## config.mk

```make
export PLATFORM = sky130hd
export DESIGN_NAME = rrc_pulse_shaper
export DESIGN_NICKNAME = d
export VERILOG_FILES = /design/src/rtl/rrc_pulse_shaper.sv
export SDC_FILE = /design/constraint.sdc
export NUM_CORES = 1
export LEC_CHECK = 0
export CORE_MARGIN = 2
export CORE_UTILIZATION = 50
export CTS_CLUSTER_DIAMETER = 200
export CTS_CLUSTER_SIZE = 8
export DETAILED_ROUTE_END_ITERATION = 16
export GPL_ROUTABILITY_DRIVEN = 0
export PLACE_DENSITY = 0.67
export SYNTH_ARGS = -nofsm -noshare
export SYNTH_HDL_FRONTEND = slang
export SYNTH_SLANG_ARGS = --single-unit
export TNS_END_PERCENT = 1
```

## constraint.sdc

```tcl
create_clock -name clk -period 9.1 [get_ports clk]
set_input_delay 0.91 -clock clk [delete_from_list [all_inputs] [get_ports clk]]
set_output_delay 0.91 -clock clk [all_outputs]
set_load 0.03 [all_outputs]
```

## src/rtl/rrc_pulse_shaper.sv

```systemverilog
// 16-tap symmetric root-raised-cosine FIR pulse shaper for the BPSK TX path.
// Signed symbols in, saturated signed baseband out, one sample per clock.
module rrc_pulse_shaper #(
    parameter int INPUT_WIDTH  = 2,
    parameter int OUTPUT_WIDTH = 16,
    parameter int COEFF_WIDTH  = 14,
    parameter int NUM_TAPS     = 16
) (
    input  logic                    clk,
    input  logic                    rst_n,
    input  logic [INPUT_WIDTH-1:0]  data_in,
    output logic [OUTPUT_WIDTH-1:0] data_out
);

    localparam int ACC_W  = INPUT_WIDTH + COEFF_WIDTH + $clog2(NUM_TAPS);
    localparam int HALF   = NUM_TAPS / 2;
    localparam int HI_W   = ACC_W - OUTPUT_WIDTH + 1;

    // First half of the symmetric impulse response; tap k mirrors NUM_TAPS-1-k.
    function automatic logic signed [COEFF_WIDTH-1:0] coeff(input int k);
        case (k)
            0:       return COEFF_WIDTH'(-60);
            1:       return COEFF_WIDTH'(-150);
            2:       return COEFF_WIDTH'(-120);
            3:       return COEFF_WIDTH'(180);
            4:       return COEFF_WIDTH'(820);
            5:       return COEFF_WIDTH'(1900);
            6:       return COEFF_WIDTH'(3200);
            7:       return COEFF_WIDTH'(4096);
            default: return '0;
        endcase
    endfunction

    logic signed [INPUT_WIDTH-1:0]  x_q [NUM_TAPS];
    logic signed [INPUT_WIDTH-1:0]  x_d [NUM_TAPS];
    logic signed [ACC_W-1:0]        acc_d;
    logic signed [ACC_W-1:0]        pair;
    logic signed [ACC_W-1:0]        coef_ext;
    logic        [HI_W-1:0]         hi;
    logic        [OUTPUT_WIDTH-1:0] data_out_q;
    logic        [OUTPUT_WIDTH-1:0] data_out_d;

    // Delay line shifts one tap per clock; newest sample enters at tap 0.
    always_comb begin
        x_d[0] = data_in;
        for (int k = 1; k < NUM_TAPS; k++) begin
            x_d[k] = x_q[k-1];
        end
    end

    // Symmetric pairs are pre-added, so only half the taps need a multiply.
    always_comb begin
        acc_d    = '0;
        pair     = '0;
        coef_ext = '0;
        for (int k = 0; k < HALF; k++) begin
            pair     = ACC_W'(x_q[k]) + ACC_W'(x_q[NUM_TAPS-1-k]);
            coef_ext = ACC_W'(coeff(k));
            acc_d    = acc_d + pair * coef_ext;
        end
    end

    // Clamp to the output range: the bits above the output sign bit
    // must all match it, otherwise pin to the extreme of the same sign.
    always_comb begin
        hi         = acc_d[ACC_W-1:OUTPUT_WIDTH-1];
        data_out_d = acc_d[OUTPUT_WIDTH-1:0];
        if ((|hi) && !(&hi)) begin
            if (acc_d[ACC_W-1]) begin
                data_out_d = {1'b1, {(OUTPUT_WIDTH-1){1'b0}}};
            end else begin
                data_out_d = {1'b0, {(OUTPUT_WIDTH-1){1'b1}}};
            end
        end
    end

    // Delay line and output register, cleared asynchronously.
    always_ff @(posedge clk or negedge rst_n) begin
        if (!rst_n) begin
            for (int k = 0; k < NUM_TAPS; k++) begin
                x_q[k] <= '0;
            end
            data_out_q <= '0;
        end else begin
            x_q        <= x_d;
            data_out_q <= data_out_d;
        end
    end

    assign data_out = data_out_q;

endmodule

```

After elaboration in Yosys (flattened, before gate mapping)
Cells that the tools add are included.

Register bits after elaboration: 48. Latch bits: 0. Memory bits (writable): 0. ROM bits: 0. Bits of input ports: 4. Output and inout bits: 16. Word-level logic and storage cells: 45. Memories: 0.

Add/sub/neg operators: 15. $mul: 7. Div/mod/pow operators: 0. Magnitude comparators: 0. Equal/unequal tests: 0. Shift operators: 0. Muxes and demuxes: 2. Bitwise gates (word level): 0. Reductions and logical operators: 4.

Operator list (number): two-way mux 16 bit (2); adder 2 x 2 -> 3 bit (8); adder 18 x 15 -> 19 bit (1); adder 17 x 16 -> 18 bit (1); adder 16 x 15 -> 17 bit (1); adder 15 x 14 -> 16 bit (1); multiplier 3 x 5 -> 8 bit, second input constant (2); adder 14 x 12 -> 15 bit (1); adder 13 x 11 -> 14 bit (1); adder 10 x 12 -> 13 bit (1); multiplier 3 x 10 -> 13 bit, second input constant (1); multiplier 3 x 9 -> 12 bit, second input constant (1); multiplier 3 x 8 -> 11 bit, second input constant (1); multiplier 3 x 7 -> 10 bit, second input constant (1); multiplier 3 x 6 -> 9 bit, second input constant (1); AND reduction 5 bit (1); OR reduction 5 bit (1); logical AND 1 bit (1); zero test 1 bit (1).

Depth between registers and ports, before layout
Word-level depth: 13. Depth in mapped cells: 31. Depth with buffers taken out: 30.

Least setup slack after synthesis
No wires, ideal clock.

Path type: register -> register. From: register x_q (netlist bit x_d[0]). To: register data_out_q[8] (netlist: data_out[8]). Arrival: 7.029 ns. Slack: 1.939 ns. Stages on the path, launching flop included: 28. Path buffers: 0. Cells stage by stage: dfrtp_1 ha_1 inv_1 fa_1 fa_1 inv_1 ha_1 a31o_2 a31oi_1 nor3b_1 xor2_1 inv_1 fa_1 inv_1 fa_1 fa_1 fa_1 inv_1 ha_1 a21oi_1 nand2_1 o21ai_2 o21ai_2 o31a_4 xor2_4 clkinv_4 a21oi_2 or3_1.

Cells in the longest elaborated chain, start to end: 13.

Ends and longest elaborated chain: from (decl) (line 34) `logic signed [INPUT_WIDTH-1:0] x_q [NUM_TAPS];`; from (signal, indexed assignment) (line 81) `x_q[k] <= '0;`; from (signal assigned) (line 85) `x_q <= x_d;`; adder 2 x 2 -> 3 bit (*) (line 57) `pair = ACC_W'(x_q[k]) + ACC_W'(x_q[NUM_TAPS-1-k]);`; multiplier 3 x 8 -> 11 bit (*) (line 59) `acc_d = acc_d + pair * coef_ext;`; adder 10 x 12 -> 13 bit (*) (line 59); adder 13 x 11 -> 14 bit (*) (line 59); adder 14 x 12 -> 15 bit (*) (line 59); adder 15 x 14 -> 16 bit (*) (line 59); adder 16 x 15 -> 17 bit (*) (line 59); adder 17 x 16 -> 18 bit (*) (line 59); adder 18 x 15 -> 19 bit (*) (line 59); AND reduction 5 bit (line 68) `if ((|hi) && !(&hi)) begin`; zero test 1 bit (line 68); logical AND 1 bit (line 68); two-way mux 16 bit (*) (line 68); net data_out_d[8] (line 41) `logic [OUTPUT_WIDTH-1:0] data_out_d;`; to (signal assigned) (line 86) `data_out_q <= data_out_d;`; to (decl) (line 40) `logic [OUTPUT_WIDTH-1:0] data_out_q;`.

The timed path passes the listed nets; every way through them passes the cells marked *.

Worst setup path in the final report
From: register x_q (netlist bit x_d[0]). To: register data_out_q[7] (netlist: data_out[7]).

The elaborated chain is that of the path after synthesis.

==> run_results.csv <==
group,metric,value,unit
final_layout,multiInputGateArea,3721,sq um
worst_setup_path,path_buf_inv,6,
synthesis,synth_area,5415,sq um
synthesis,synth_cell_type_count,48,
clocking,cts_buffers,5,
sta,worstMarginPinSlew,1.075,ns
placed_design,hpwlAfterDp,8440,um
final_layout,final_cell_mix,"inv_1 (126), fa_1 (93), ha_1 (69)",
routing,wirelength,9690,um
sta,rsz0062_at_grt,"false",
synthesis,synth_top_family_by_area,"adder cells",
clocking,cts_resized,0,
placed_design,placed_cell_area,5759,sq um
worst_setup_path,worstPathRequired,9.36,ns
clocking,cts_max_path_buffers,2,
synthesis,synth-edff-count,0,
synthesis,synth-xor-area-share,6.816,%
floorplan,core.rowCount,37,
clocking,clock_sinks,48,
synthesis,ys_ff_latch,48,
worst_setup_path,critPathKind,"reg2reg",
synthesis,ys_seq_area_share,22.18,%
clocking,postCtsSetupBuffers,0,
clocking,path_clk_slew,0.09,ns
synthesis,syn_inst,472,
routing,antenna_left,0,
sta,skew,0.007271,ns
worst_setup_path,setup.worst_path.end_class,"flip-flop",
final_layout,drive_above_1_share,5.231,%
sta,drv_slew,0,
worst_setup_path,slowest_delay,0.62,ns
synthesis,synth_nets,638,
final_layout,area_growth,8.087,%
clocking,cts_tree,"done",
placed_design,io_buffers,19,
final_layout,fin_util,56.19,%
worst_setup_path,cp.arrival,8.28,ns
sta,setup_viol_count_final,0,
synthesis,synth_simple_gate_area_share,4.020,%
job,maxCapViolCount,0,
grt,grt_pass1_vias,3504,
synthesis,synth-compound-area-share,7.555,%
grt,overflow,0,
synthesis,synth_flop_cell,"dfrtp_1",
floorplan,chipWidth,108.1,um
routing,vias_per_cell,4.959,
routing,vias,3139,
min_path,hold_class,"reg2reg",
synthesis,yosys.area_share.adder,50.32,%
floorplan,pin_count,20,
sta,slew_headroom,28.32,%
final_layout,antenna_cells,0,
floorplan,dieArea,11680,sq um
grt,grt_start_max_net_pins,49,
sta,period_minus_slack,8.025,ns
worst_setup_path,rrSetupSlack,1.07,ns
worst_setup_path,critPathMostFrequentCell,"fa_1",
clocking,cts_root_buffer,"clkbuf_8",
floorplan,fp.dieH,108.1,um
synthesis,synth-async-reset-ratio,100.0,%
final_layout,ff_latch_area,1201,sq um
clocking,worstSkewPairLatency,0.31,ns
routing,dr.pass1.iters,5,
worst_setup_path,cp_max_fo,11,
sta,tns,0,ns
final_layout,layout_commonest_cell,"inv_1",
sta,max_freq,0.1246,GHz
grt,grt_usage,19.46,%
routing,wl_per_cell,15.31,um
final_layout,stdcell_area,5853,sq um
clocking,htree_num_levels,2,
worst_setup_path,crit_family,"adder cells",
routing,drt_iter0_drc,106,
run_status,status,"complete, no violations",
grt,antenna_found_initial,0,
sta,worst_slack,1.075,ns
floorplan,core_region_area,10420,sq um
sta,hold_viol_final,0,
synthesis,syn_area_per_cell,11.47,sq um
final_layout,nets,662,
grt,grt_pass1_wl,17360,um
final_layout,fillers,877,
sta,fin_crit_sh,88.19,%
placed_design,place_ws,1.135,ns
floorplan,start_util,51.99,%
clocking,ctsHoldBuffers,0,
worst_setup_path,cp_slowest_cell,"fa_1",
worst_setup_path,crit_path_start_kind,"flip-flop",
synthesis,yosys_warnings,0,
synthesis,synth.area.mux_share,0,%
routing,drc_errors,0,
## cell usage after synthesis (all sizes together), types with 2 or more instances
| master | n | area share (%) |
|---|---|---|
| nand3 | 7 | 0.74 |
| nand2 | 11 | 0.76 |
| dfrtp | 48 | 22 |
| nand2b | 2 | 0.28 |
| ha | 69 | 16 |
| inv | 126 | 8.7 |
| nand4 | 2 | 0.23 |
| o21a | 9 | 1.2 |
| a221oi | 2 | 0.32 |
| a21o | 8 | 1.1 |
| xor2 | 18 | 3.4 |
| o21ai | 10 | 1.3 |
| xnor2 | 19 | 3.4 |
| a31oi | 3 | 0.35 |
| and3 | 3 | 0.35 |
| nor2 | 10 | 0.74 |
| fa | 93 | 34 |
| a21oi | 10 | 0.99 |
| nor3 | 4 | 0.37 |
## stage by stage
| stage | instances | hold WS (ns) |
|---|---|---|
| finish | 633 | 0.3891 |
| global route | 633 | 0.3956 |
| CTS | 633 | 0.3873 |
| detailed placement | 625 | 0.3655 |
| global placement | 625 | 0.3619 |
| floorplan | 472 | 0.3537 |
## registers in the layout, summed over array words and instances, names as in the netlist
| signal | cells |
|---|---|
| x_q | 2 |
| x_d | 30 |
| data_out | 16 |
## final timing paths
path / from / end / cells after the start
setup / recovery: x_d[0]$_DFF_PN0_ / data_out[7]$_DFF_PN0_ / 27
hold reg to reg: x_d[27]$_DFF_PN0_ / x_d[25]$_DFF_PN0_ / 0
min in group asynchronous: rst_n / x_d[28]$_DFF_PN0_ / 1
setup reg to reg: x_d[0]$_DFF_PN0_ / data_out[7]$_DFF_PN0_ / 27
hold / removal: x_d[27]$_DFF_PN0_ / x_d[25]$_DFF_PN0_ / 0
max in group asynchronous: rst_n / data_out[15]$_DFF_PN0_ / 1
## logic make-up (layout without fill, tap and decap cells)
logic type | count (synthesis) | after routing
buffers and inverters | 129 | 154
flip-flops | 48 | 48
adder cells (fa/ha/maj) | 162 | 162
AO/OA/AOI/OAI | 53 | 53
AND/OR/NAND/NOR | 43 | 43
XOR/XNOR | 37 | 37
## layout make-up
type	count	share of cell area, %
Multi-Input combinational cell	295	63.57
Tap cell	136	2.907
Sequential cell	48	20.52
Clock inverter	1	0.1283
Inverter	127	8.230
Clock buffer	7	1.475
Timing Repair Buffer	19	3.164
## metal layers
layer  vias up  part of all wire [%]  global-route usage (%)
met1      1580                    46                   26.82
met5         -                     0                       0
li1       1494                     -                       -
met2        55                    51                   33.38
met3        10                   2.4                   2.532
met4         0                   1.1                   3.938
Power is left out: the tool's default activity adds up to more than one toggle a clock period on the data nets, which glitch-free logic cannot reach.
==> patch (same settings) <==
Add an input register stage for `data_in`; this delays it by one clock.
--- a/src/rtl/rrc_pulse_shaper.sv
+++ b/src/rtl/rrc_pulse_shaper.sv
@@ -15,6 +15,12 @@
     localparam int ACC_W  = INPUT_WIDTH + COEFF_WIDTH + $clog2(NUM_TAPS);
     localparam int HALF   = NUM_TAPS / 2;
     localparam int HI_W   = ACC_W - OUTPUT_WIDTH + 1;
+
+    logic [INPUT_WIDTH-1:0] data_q;
+
+    always_ff @(posedge clk) begin
+        data_q <= data_in;
+    end
 
     // First half of the symmetric impulse response; tap k mirrors NUM_TAPS-1-k.
     function automatic logic signed [COEFF_WIDTH-1:0] coeff(input int k);
@@ -42,7 +48,7 @@
 
     // Delay line shifts one tap per clock; newest sample enters at tap 0.
     always_comb begin
-        x_d[0] = data_in;
+        x_d[0] = data_q;
         for (int k = 1; k < NUM_TAPS; k++) begin
             x_d[k] = x_q[k-1];
         end
Behaviour: not the same (a bounded check fails within 4 cycles, from zero or initial values and one cycle with rst_n low).
==> patch against the unedited design <==
Setup slack improved by 0.010 ns; critical path depth decreased by 3; sequential cell count rose by 2; area after synthesis grew 4.6%; design area grew 4.9%; wire length is 11% higher; sequential share of layout area fell by 0.30 points; largest cell class unchanged.
Power is left out: the tool's default activity adds up to more than one toggle a clock period on the data nets, which glitch-free logic cannot reach.
==> patch: results (changes against the unedited design) <==
- Share of layout cells above drive strength 1: 0.0455 (was 0.0523)
- Max reg flops: 30 (unchanged)
- Reg-to-reg slack, setup: 1.09 ns
- Status: completed (unchanged)
- Net Count, Synth: 673 (was 638)
- Root buffer selected by CTS: clkbuf_16 (was clkbuf_8)
- Post-synth top cells: inv_1 (129), fa_1 (93), ha_1 (69) (was inv_1 (126), fa_1 (93), ha_1 (69))
- CTS buffer count: 5 (unchanged)
- H-tree lvl count: 2 (unchanged)
- Clk_lat worst skew: 0.30 ns
- Ys Warns: 0 (unchanged)
- DP HPWL: 9190 microns (was 8440 microns)
- Synth top area cells: fa_1 (33%), dfrtp_1 (21%), ha_1 (15%) (was fa_1 (34%), dfrtp_1 (22%), ha_1 (16%))
- Antenna cells: 0 (unchanged)
- Pin count of the biggest net entering global routing: 49 (unchanged)
- Pre-antenna DRT Iters: 4 (was 5)
- Port Buf Inserts: 19 (unchanged)
- FILL cells: 987 (was 877)
- Final #Nets: 692 (was 662)
- Worst-path fanout max: 11 (unchanged)
- Clk_skew: 0.00516 ns (was 0.00727 ns)
- Total GRT Usage: 0.196 (was 0.195)
- Via Count: 3539 (was 3139)
- Max-slew headroom: 0.294 (was 0.283)
- Sequential share of the synthesized area: 0.219 (was 0.222)
- Iter 0 DRT Violations: 201 (was 106)
- Number of distinct library cells after synthesis: 56 (was 48)
- Post-CTS Setup Inserts: 0 (unchanged)
- CTS resizes: 0 (unchanged)
- First-pass GRT wire length: 19300 microns (was 17400 microns)
- Final WL: 10800 microns (was 9690 microns)
- Antenna violations before repair: 0 (unchanged)
- CTS Buffer Depth: 2 (unchanged)
- Async set or reset register ratio after synthesis: 0.960 (was 1.00)
- Vias in the first global route: 4054 (was 3504)
- Synth Flop Type: dfrtp_1 (unchanged)
- Worst hold path type: reg -> reg (unchanged)
- Clock slew at reported path FFs: 0.08 ns
-- patch: changes by cell type after synthesis, sizes merged, moves of 3 or more --
cell | before | now
nor2 | 10 | 7
nor2b | 0 | 3
a21oi | 10 | 6
o21a | 9 | 12
nand2 | 11 | 14
buf | 1 | 6
inv | 126 | 129
o21ai | 10 | 6
nand3 | 7 | 12
xor2 | 18 | 15
o211a | 1 | 4
o211ai | 0 | 4
-- patch: final timing paths --
check / end / from / cells past startpoint
min in group asynchronous: x_d[3] / rst_n / 1
min: x_d[29] / data_q[1] / 0
max reg2reg: data_out[8] / x_d[0] / 24
max in group asynchronous: data_out[14] / rst_n / 1
min reg2reg: x_d[29] / data_q[1] / 0
max: data_out[8] / x_d[0] / 24
-- patch: final cells by class --
| class | count | area, sq um | area share |
|---|---|---|---|
| multi-input cells | 320 | 3890 | 0.634 |
| flip-flops and latches | 50 | 1240 | 0.202 |
| inverters | 129 | 484 | 0.0789 |
| repair buffers | 20 | 193 | 0.0314 |
| well taps | 140 | 175 | 0.0285 |
| clock buffers | 5 | 125 | 0.0204 |
| clock inverters | 3 | 26.3 | 0.00428 |
-- patch: metal layers --
| layer | vias up | global-route usage | share of wire |
|---|---|---|---|
| met3 | 19 | 0.0263 | 0.038 |
| met2 | 72 | 0.335 | 0.49 |
| li1 | 1631 | - | - |
| met4 | 0 | 0.0583 | 0.024 |
| met5 | - | 0 | 0 |
| met1 | 1817 | 0.262 | 0.45 |
-- patch: cell families after synthesis --
kind of cell,share of synthesized area
and+or+nand+nor,0.0587
adders and majority gates,0.481
DFF,0.219
AOI/OAI and AO/OA,0.0961
buffers and inverters,0.0939
muxes,0.00177
xor gates and xnor gates,0.0495
-- patch: worst max-delay path, cell delays in order (launching register included) --
cell	delay, ns
dfrtp_1	0.39
ha_1	0.23
inv_1	0.07
fa_1	0.52
fa_1	0.58
inv_1	0.09
ha_1	0.35
a31oi_1	0.28
nor2_1	0.08
o211a_1	0.22
xor2_1	0.44
inv_1	0.18
fa_1	0.57
fa_1	0.58
inv_1	0.08
fa_1	0.56
fa_1	0.56
inv_1	0.04
ha_1	0.42
nand4_1	0.21
o221ai_1	0.52
o21a_1	0.28
a311oi_1	0.06
buf_4	0.20
or3_1	0.37
-- patch: per-stage QoR --
step / hold slack (ns) / setup WS, ns / instances / instance area [sq um]
2_1_floorplan: 0.316 / 1.92 / 507 / 5670
3_5_place_dp: 0.321 / 1.15 / 659 / 5990
4_1_cts: 0.339 / 1.11 / 667 / 6140
5_1_grt: 0.341 / 0.699 / 667 / 6140
6_report: 0.336 / 1.09 / 667 / 6140
3_3_place_gp: 0.326 / 1.42 / 659 / 5990
